`src/rtl/dual_ram_arbiter.sv`:
```
// Two-requester arbiter sharing one single-port RAM, with bounded bursts and fair tie-breaking.
// Optional per-requester transfer counters are enabled by defining ARB_STATS_EN.
module dual_ram_arbiter #(
    parameter int MAX_BURST = 4
) (
    input  logic        clk,
    input  logic        rst,
    input  logic        req_a,
    input  logic        req_b,
    input  logic        we_a,
    input  logic        we_b,
    input  logic [7:0]  adr_a,
    input  logic [7:0]  adr_b,
    input  logic [7:0]  din_a,
    input  logic [7:0]  din_b,
    output logic        gnt_a,
    output logic        gnt_b,
    output logic [7:0]  rdata_a,
    output logic [7:0]  rdata_b,
    output logic        rvalid_a,
    output logic        rvalid_b,
    output logic        ram_ce,
    output logic        ram_we,
    output logic [7:0]  ram_adr,
    output logic [7:0]  ram_din,
    input  logic [7:0]  ram_dout
`ifdef ARB_STATS_EN
    ,
    output logic [15:0] xfer_cnt_a,
    output logic [15:0] xfer_cnt_b
`endif
);

    typedef enum logic [1:0] {IDLE, OWN_A, OWN_B} state_t;

    localparam logic [3:0] BURST_LAST = 4'(MAX_BURST - 1);

    state_t     state_reg, state_next;
    logic [3:0] burst_reg, burst_next;
    logic       last_b_reg, last_b_next;   // 1 = B was served most recently

    logic [1:0] xfer;
    logic [1:0] rd_issue;
    logic [1:0] rvalid_reg;
    logic [7:0] hold_reg [2];
    logic [7:0] rdata_w  [2];

    assign gnt_a = (state_reg == OWN_A);
    assign gnt_b = (state_reg == OWN_B);

    assign xfer[0]     = gnt_a & req_a;
    assign xfer[1]     = gnt_b & req_b;
    assign rd_issue[0] = xfer[0] & ~we_a;
    assign rd_issue[1] = xfer[1] & ~we_b;

    always_ff @(posedge clk or posedge rst) begin
        if (rst) begin
            state_reg  <= IDLE;
            burst_reg  <= 4'd0;
            last_b_reg <= 1'b1;
        end else begin
            state_reg  <= state_next;
            burst_reg  <= burst_next;
            last_b_reg <= last_b_next;
        end
    end

    always_comb begin
        state_next  = state_reg;
        burst_next  = burst_reg;
        last_b_next = last_b_reg;
        ram_ce      = 1'b0;
        ram_we      = 1'b0;
        ram_adr     = 8'd0;
        ram_din     = 8'd0;
        case (state_reg)
            IDLE: begin
                // On a tie, the requester not served last wins.
                if (req_a && (!req_b || last_b_reg))
                    state_next = OWN_A;
                else if (req_b)
                    state_next = OWN_B;
            end
            OWN_A: begin
                if (!req_a) begin
                    state_next = req_b ? OWN_B : IDLE;
                    burst_next = 4'd0;
                end else begin
                    ram_ce      = 1'b1;
                    ram_we      = we_a;
                    ram_adr     = adr_a;
                    ram_din     = din_a;
                    last_b_next = 1'b0;
                    if (burst_reg == BURST_LAST) begin
                        burst_next = 4'd0;
                        if (req_b)
                            state_next = OWN_B;
                    end else begin
                        burst_next = burst_reg + 4'd1;
                    end
                end
            end
            OWN_B: begin
                if (!req_b) begin
                    state_next = req_a ? OWN_A : IDLE;
                    burst_next = 4'd0;
                end else begin
                    ram_ce      = 1'b1;
                    ram_we      = we_b;
                    ram_adr     = adr_b;
                    ram_din     = din_b;
                    last_b_next = 1'b1;
                    if (burst_reg == BURST_LAST) begin
                        burst_next = 4'd0;
                        if (req_a)
                            state_next = OWN_A;
                    end else begin
                        burst_next = burst_reg + 4'd1;
                    end
                end
            end
            default: begin
                state_next = IDLE;
                burst_next = 4'd0;
            end
        endcase
    end

    // Read return path per requester: tagged at issue, so it survives a handover.
    genvar gi;
    generate
        for (gi = 0; gi < 2; gi++) begin : g_rd
            always_ff @(posedge clk or posedge rst) begin
                if (rst) begin
                    rvalid_reg[gi] <= 1'b0;
                    hold_reg[gi]   <= 8'd0;
                end else begin
                    rvalid_reg[gi] <= rd_issue[gi];
                    if (rvalid_reg[gi])
                        hold_reg[gi] <= ram_dout;
                end
            end
            assign rdata_w[gi] = rvalid_reg[gi] ? ram_dout : hold_reg[gi];
        end
    endgenerate

    assign rvalid_a = rvalid_reg[0];
    assign rvalid_b = rvalid_reg[1];
    assign rdata_a  = rdata_w[0];
    assign rdata_b  = rdata_w[1];

`ifdef ARB_STATS_EN
    logic [15:0] cnt_reg [2];

    generate
        for (gi = 0; gi < 2; gi++) begin : g_stat
            always_ff @(posedge clk or posedge rst) begin
                if (rst)
                    cnt_reg[gi] <= 16'd0;
                else if (xfer[gi] && cnt_reg[gi] != 16'hFFFF)
                    cnt_reg[gi] <= cnt_reg[gi] + 16'd1;
            end
        end
    endgenerate

    assign xfer_cnt_a = cnt_reg[0];
    assign xfer_cnt_b = cnt_reg[1];
`endif

endmodule
```
`config.mk`:
```
export PLATFORM = sky130hd
export DESIGN_NAME = dual_ram_arbiter
export DESIGN_NICKNAME = d
export VERILOG_FILES = /design/src/rtl/dual_ram_arbiter.sv
export SDC_FILE = /design/constraint.sdc
export NUM_CORES = 1
export LEC_CHECK = 0
export CAP_MARGIN = 30
export CORE_UTILIZATION = 34
export CTS_CLUSTER_DIAMETER = 30
export DETAILED_ROUTE_END_ITERATION = 10
export MAX_ROUTING_LAYER = met4
export PLACE_DENSITY = 0.77
export SETUP_SLACK_MARGIN = 0.4
export SLEW_MARGIN = 20
export SYNTH_ARGS = -nofsm -noshare
export SYNTH_HDL_FRONTEND = slang
export SYNTH_SLANG_ARGS = --single-unit
```
`constraint.sdc`:
```
create_clock -name clk -period 1.4 [get_ports clk]
set_input_delay 0.14 -clock clk [delete_from_list [all_inputs] [get_ports clk]]
set_output_delay 0.14 -clock clk [all_outputs]
set_load 0.02 [all_outputs]
```
==> impl_results.md, run 1 <==
- Critical path, cell by cell: inv_2, buf_6, ha_4, clkbuf_16, nor2b_2, buf_4
- Top cells by area, synth: dfrtp_1 (43%), mux2_2 (13%), a22oi_1 (9.1%)
- Core area: 3800 um^2
- CP startpoint: state_reg[0]$_DFFE_PP0P_
- CTS tree: done
- Clock Skews: 0.0107 ns
- Max_slew headroom: 79.1%
- Total clock sinks: 25
- RR Startpoint: state_reg[1]$_DFFE_PP0P_
- Fin area: 3330 um^2
- Gpl congestion: 0.786
- DP Wirelength: 2.95 mm
- Leading area contributor after synthesis: dfrtp_1
- Critical-path top delay cell: dfrtp_2
- Dpl ws: -0.630 ns
- Initial DRC Count: 94
- H-Tree Depth: 1
- Fin Setup TNS: -8.56 ns
- GR Overflow Total: 0
- DRC Markers: 0
- Sw frac: 37.2%
- Yosys reg bits: 25
- DIE HEIGHT: 66.2 um
- Reg power frac: 18.2%
- Max reg flops: 16
- Largest net degree at the start of global routing: 26
- Synthesized netlist net count: 179
- Max FO, Critical Path: 5
- Syn avg cell area: 10.9 um^2
- Hold Path Class: input port to async pin
- CP Buf/Inv Count: 4
- CTS root buf: clkbuf_8
- Placed inst area: 2660 um^2
- Chip width: 66.2 um
- Total Routing Usage GR: 23.9%
- WP data required: 1.26 ns
- Total wire length: 5.80 mm
- M1 WL: 2.01 mm
- WL/cell: 18.7 um
- Worst Setup End Kind: primary output
- Status: complete, but fails checks
- Clock power share: 6.5%
- Post-CTS Hold Buffers: 0
- Most frequent cells in the layout: buf_6 (65), clkdlybuf4s50_1 (45), dfrtp_1 (20), a22oi_2 (17), mux2_4 (16)
- Pleak: 1.46 nW
- Crit-path leading delay family: buffers and inverters
- Max Cap Viol: 0
- Antenna violations before repair: 0
- Pwr dens: 1990 nW/um^2
- Multi-input logic area: 1140 um^2
- Site row count: 22
- Number of I/O port buffers: 83
- Tmin final: 1.74 ns
- Number of diodes: 0
- Fill cells: 158
- Synth Cell Area: 1400 um^2
- Met3 Wirelength: 302 um
- Worst-skew pair later-pin latency: 0.28 ns
- Yosys top cell area share: 42.9%
- Vias in the first global route: 1,616
- Top layer in use: met4
- Num CTS Buffers: 3
- Critical path arrival: 1.60 ns
- Mapped Cells: 128
- Synth-to-layout area growth: 138%
- Die area: 4380 um^2
- Hold Vio Cnt, Final: 0
- Detail Route Antenna Nets: 0
- FMAX: 0.574 GHz
- Vias: 1,637
- IO Pins: 84
- First drt pass iteration count: 4
- Register area: 632 um^2
- Setup Crit Path Kind: flop to primary output
- FFs w/ async S/R, synth: 100%
- Setup crit start kind: flop
- CTS Buffer Depth: 2
- Initial core utilization: 36.9%
- Sequential area share after synthesis: 44.7%
- Yosys cell types: 31
- Layout cells sized above 1: 65.6%
- VDD IR max: 1090 uV
- Yosys warns: 0
- Most common cell after layout, fill and taps aside: buf_6
- Fin util: 87.8%
- RSZ-0062 raised after global routing: true
- Gate power share: 75.3%
- Switching pwr: 2.47 mW
- Violated checks: setup timing
- WL met2: 3.23 mm
- DR vias/cell: 5.28
- Actual slew at the worst max-slew pin: 0.314 ns
- Crit share post-route: 125%
- Reg clk slew, reported paths: 0.09 ns
- Critical path's largest stage delay: 0.41 ns
- Final nets: 314
- Final worst slack: -0.344 ns
- Slew Viols, Final: 0
- First-pass GRT wire length: 7.59 mm
- Pwr Total: 6.65 mW
- Pint: 4.18 mW
- Final setup violation count: 43
- Post-synth top flop: dfrtp_1
- Number of flops mapped to enable cells by yosys: 0
==> cell type report <==
type / count / area share, %
clock buffer: 3 / 1.24
multi-input combinational: 97 / 34.2
clock inverter: 1 / 0.225
inverter: 5 / 0.638
tap: 48 / 1.80
sequential: 25 / 18.9
timing repair buffer: 131 / 43.0
==> tightest hold or removal path, stage by stage <==
cell and delay [ns]:
clkdlybuf4s50_1 0.40, inv_1 0.06, buf_4 0.30
==> power by group through the flow <==
stage / Clock, mW / Sequential, mW / Combinational (mW)
6_report: 0.435 / 1.21 / 5.01
3_5_place_dp: 0 / 1.20 / 3.38
3_3_place_gp: 0 / 1.18 / 3.30
5_1_grt: 0.470 / 1.24 / 5.23
4_1_cts: 0.430 / 1.17 / 3.97
2_1_floorplan: 0 / 1.16 / 2.09
==> stage by stage <==
stage,hold slack [ns],instances
final,0.214,310
after global routing,0.247,310
after floorplan,0.166,128
after detailed placement,0.479,274
after CTS,0.224,293
after global placement,0.475,274
==> cell usage after synthesis, types with 2 or more instances <==
cell,instances
inv_1,5
nor3b_1,2
nor2b_1,20
mux2_2,16
nor2_1,7
buf_4,2
dfrtp_1,24
o21ai_0,3
a22o_1,2
clkbuf_1,3
ha_1,5
a22oi_1,17
nand2_1,4
==> kinds of logic (layout without fill, tap and decap cells) <==
kind of cell	Yosys count	in the layout	share of synthesized area [%]
AOI/OAI and AO/OA	32	32	17.6
buffers and inverters	12	140	4.64
muxes	17	17	13.6
and+or+nand+nor	37	43	15.0
adders and majority gates	5	5	4.46
DFF	25	25	44.7
==> timing repair <==
action	CTS	global route
pin swaps	5	9
buffers inserted	8	15
gates resized for setup	251	47
setup endpoints to repair	54	63
gates cloned	7	2
==> per-layer routing <==
metal,global-route usage [%],vias to the layer above
li1,-,735
met1,23.7,786
met2,46.7,95
met3,3.28,21
met4,9.04,0
met5,-,-
==> final timing paths <==
check                                                end  slack (ns)  depth (start not counted)
max in group asynchronous         last_b_reg$_DFFE_PP1P_        0.89                          3
min in group clk                      rvalid_a$_DFF_PP0_        0.44                          2
worst max-delay path                          ram_din[5]       -0.34                          6
worst max register to register  burst_reg[3]$_DFFE_PP0P_       -0.30                          8
worst min register to register     hold_reg[9]$_DFF_PP0_        0.51                          1
worst min-delay path            burst_reg[1]$_DFFE_PP0P_        0.21                          3
Note: power is estimated with default switching activity, not from simulation.
==> run 2, diff against run 1 <==
REMOVE_ABC_BUFFERS = 1   (was unset)
==> run 2 against run 1 <==
First-iteration DRC count is 85% lower. Non-clock buffer count is 9 lower. Clock power decreased by 6.2%. Global-route usage decreased by 2.6 points. Die area is the same. The run still ends with setup timing left. Sequential power down 4%. Hold slack gained 0.017 ns. Power shrank 20%.
==> impl_results.md, run 2 (synthesis gave the netlist of run 1 again) <==
- Critical path, cell by cell: inv_2, ha_4, and2_4, buf_12, a22oi_2, nor2b_1, buf_4
- Synth-to-layout area growth: 107%
- Most frequent cells in the layout: clkdlybuf4s50_1 (45), buf_4 (35), buf_6 (29), dfrtp_1 (23), nor2b_1 (19)
- WL/cell: 15.4 um (-18%)
- Total Routing Usage GR: 21.3% (-2.6 points)
- First-pass GRT wire length: 6.82 mm (-10%)
- H-Tree Depth: 1 (unchanged)
- Final setup violation count: 40 (-7.0%)
- Final worst slack: -0.407 ns (-0.0633 ns)
- IO Pins: 84 (unchanged)
- Worst-skew pair later-pin latency: 0.26 ns (-0.02 ns)
- Detail Route Antenna Nets: 0 (unchanged)
- Path depth of the worst reg2reg path: 9 (+1)
- Number of diodes: 0 (unchanged)
- VDD IR max: 945 uV (-13%)
- CTS tree: done
- Total wire length: 4.56 mm (-21%)
- Critical path's largest stage delay: 0.42 ns (about the same)
- Register area: 628 um^2 (-0.59%)
- Fin Setup TNS: -9.04 ns (-0.487 ns)
- Reg clk slew, reported paths: 0.08 ns (about the same)
- Number of I/O port buffers: 83 (unchanged)
- Setup Crit Path Kind: flop to primary output
- First drt pass iteration count: 3 (-1)
- FMAX: 0.553 GHz (-3.5%)
- DR vias/cell: 5.06 (-4.1%)
- Setup crit start kind: flop
- Largest net degree at the start of global routing: 26 (unchanged)
- Antenna violations before repair: 0 (unchanged)
- GR Overflow Total: 0 (unchanged)
- Critical-path top delay cell: dfrtp_1
- Layout cells sized above 1: 52.6% (-13 points)
- Clock Skews: 0.00215 ns (-0.00858 ns)
- Vias in the first global route: 1,528 (-5.4%)
- Multi-input logic area: 933 um^2 (-18%)
- Tmin final: 1.81 ns (+0.0633 ns)
- Max reg flops: 16 (unchanged)
- Actual slew at the worst max-slew pin: 0.310 ns (-0.00372 ns)
- Pwr dens: 1820 nW/um^2 (-8.6%)
- Vias: 1,504 (-8.1%)
- Status: complete, but fails checks
- WP data required: 1.26 ns (about the same)
- Most common cell after layout, fill and taps aside: clkdlybuf4s50_1
- DRC Markers: 0 (unchanged)
- RSZ-0062 raised after global routing: true
- Total clock sinks: 25 (unchanged)
- Final nets: 301 (-4.1%)
- CTS Buffer Depth: 2 (unchanged)
- Core area: 3800 um^2 (unchanged)
- Pleak: 1.28 nW (-13%)
- Initial DRC Count: 14 (-85%)
- Dpl ws: -0.678 ns (-0.0478 ns)
- Chip width: 66.2 um (unchanged)
- Crit share post-route: 129% (+4.5 points)
- DP Wirelength: 2.99 mm (+1.2%)
- Critical path arrival: 1.67 ns (+0.07 ns)
- CTS root buf: clkbuf_8
- Worst Setup End Kind: primary output
- Violated checks: setup timing
- Hold Path Class: input port to async pin
- Slew Viols, Final: 0 (unchanged)
- Hold Vio Cnt, Final: 0 (unchanged)
- Initial core utilization: 36.9% (unchanged)
- Die area: 4380 um^2 (unchanged)
- DIE HEIGHT: 66.2 um (unchanged)
- Num CTS Buffers: 3 (unchanged)
- Max_slew headroom: 79.3% (+0.25 points)
- Fill cells: 236 (+49%)
- Site row count: 22 (unchanged)
- Gpl congestion: 0.775 (-1.4%)
- Max Cap Viol: 0 (unchanged)
- Max FO, Critical Path: 6 (+1)
- Post-CTS Hold Buffers: 0 (unchanged)
[run 2: cell count changes in the layout (fill, tap and decap cells not counted), moves of 6 or more]
cell     before  now
buf_2         0    6
buf_4        14   35
buf_6        65   29
mux2_2        0    6
mux2_4       16   10
nor2b_1       2   19
nor2b_4      15    1
[run 2: power breakdown]
group | internal [mW] | total (mW) | switching [mW]
logic | 2.08 | 3.73 | 1.65
registers | 1.03 | 1.16 | 0.130
clock network | 0.203 | 0.408 | 0.205
[run 2: worst max-delay path, delay by kind of cell (launching register included)]
family / cells / cell delay, ns
adder cells (fa/ha/maj): 1 / 0.14
buffers and inverters: 3 / 0.40
flip-flops: 1 / 0.42
AO/OA/AOI/OAI: 1 / 0.07
AND/OR/NAND/NOR: 2 / 0.39
[run 2: what timing repair did]
action                                 in CTS  in global routing
gates resized for setup                   230                 34
setup endpoints to repair                  47                 53
endpoints found under the hold margin       0                  0
setup buffers                              10                  7
cloned                                      4                  0
pin swaps                                  16                  0
[run 2: through the flow]
| step | hold WS [ns] | cell area [um^2] | cells | total power [mW] | util, % |
|---|---|---|---|---|---|
| 6_report | 0.231 | 2910 | 297 | 5.30 | 76.5 |
| 5_1_grt | 0.252 | 2910 | 297 | 5.60 | 76.5 |
| 4_1_cts | 0.242 | 2720 | 290 | 4.92 | 71.7 |
| 3_5_place_dp | 0.489 | 2450 | 272 | 4.14 | 64.4 |
| 3_3_place_gp | 0.480 | 2450 | 272 | 4.06 | 64.4 |
| 2_1_floorplan | 0.167 | 1360 | 121 | 2.65 | - |
[run 2: area by class of cell]
| cell class | count | share of cell area, % |
|---|---|---|
| tap | 48 | 2.07 |
| timing repair buffer | 122 | 42.0 |
| sequential | 25 | 21.6 |
| clock buffer | 4 | 1.55 |
| multi-input combinational | 93 | 32.1 |
| inverter | 5 | 0.646 |
[run 2: layer usage]
layer  vias to the layer above  routed length (um)  global-route usage, %
met5                         -                   0                      -
met4                         0                  75                   6.38
met3                         8                 284                   3.10
met2                        77                2470                   41.3
met1                       712                1730                   21.9
li1                        707                   -                      -
[run 2: worst paths after layout]
kind                                     startpoint                        to  slack (ns)
hold / removal                                  rst    hold_reg[14]$_DFF_PP0_        0.23
max in group asynchronous                       rst    last_b_reg$_DFFE_PP1P_        0.88
setup / recovery           state_reg[0]$_DFFE_PP0P_                ram_din[5]       -0.41
hold reg to reg               hold_reg[9]$_DFF_PP0_     hold_reg[9]$_DFF_PP0_        0.50
min in group clk                               we_b        rvalid_b$_DFF_PP0_        0.46
setup reg to reg           state_reg[0]$_DFFE_PP0P_  burst_reg[3]$_DFFE_PP0P_       -0.36
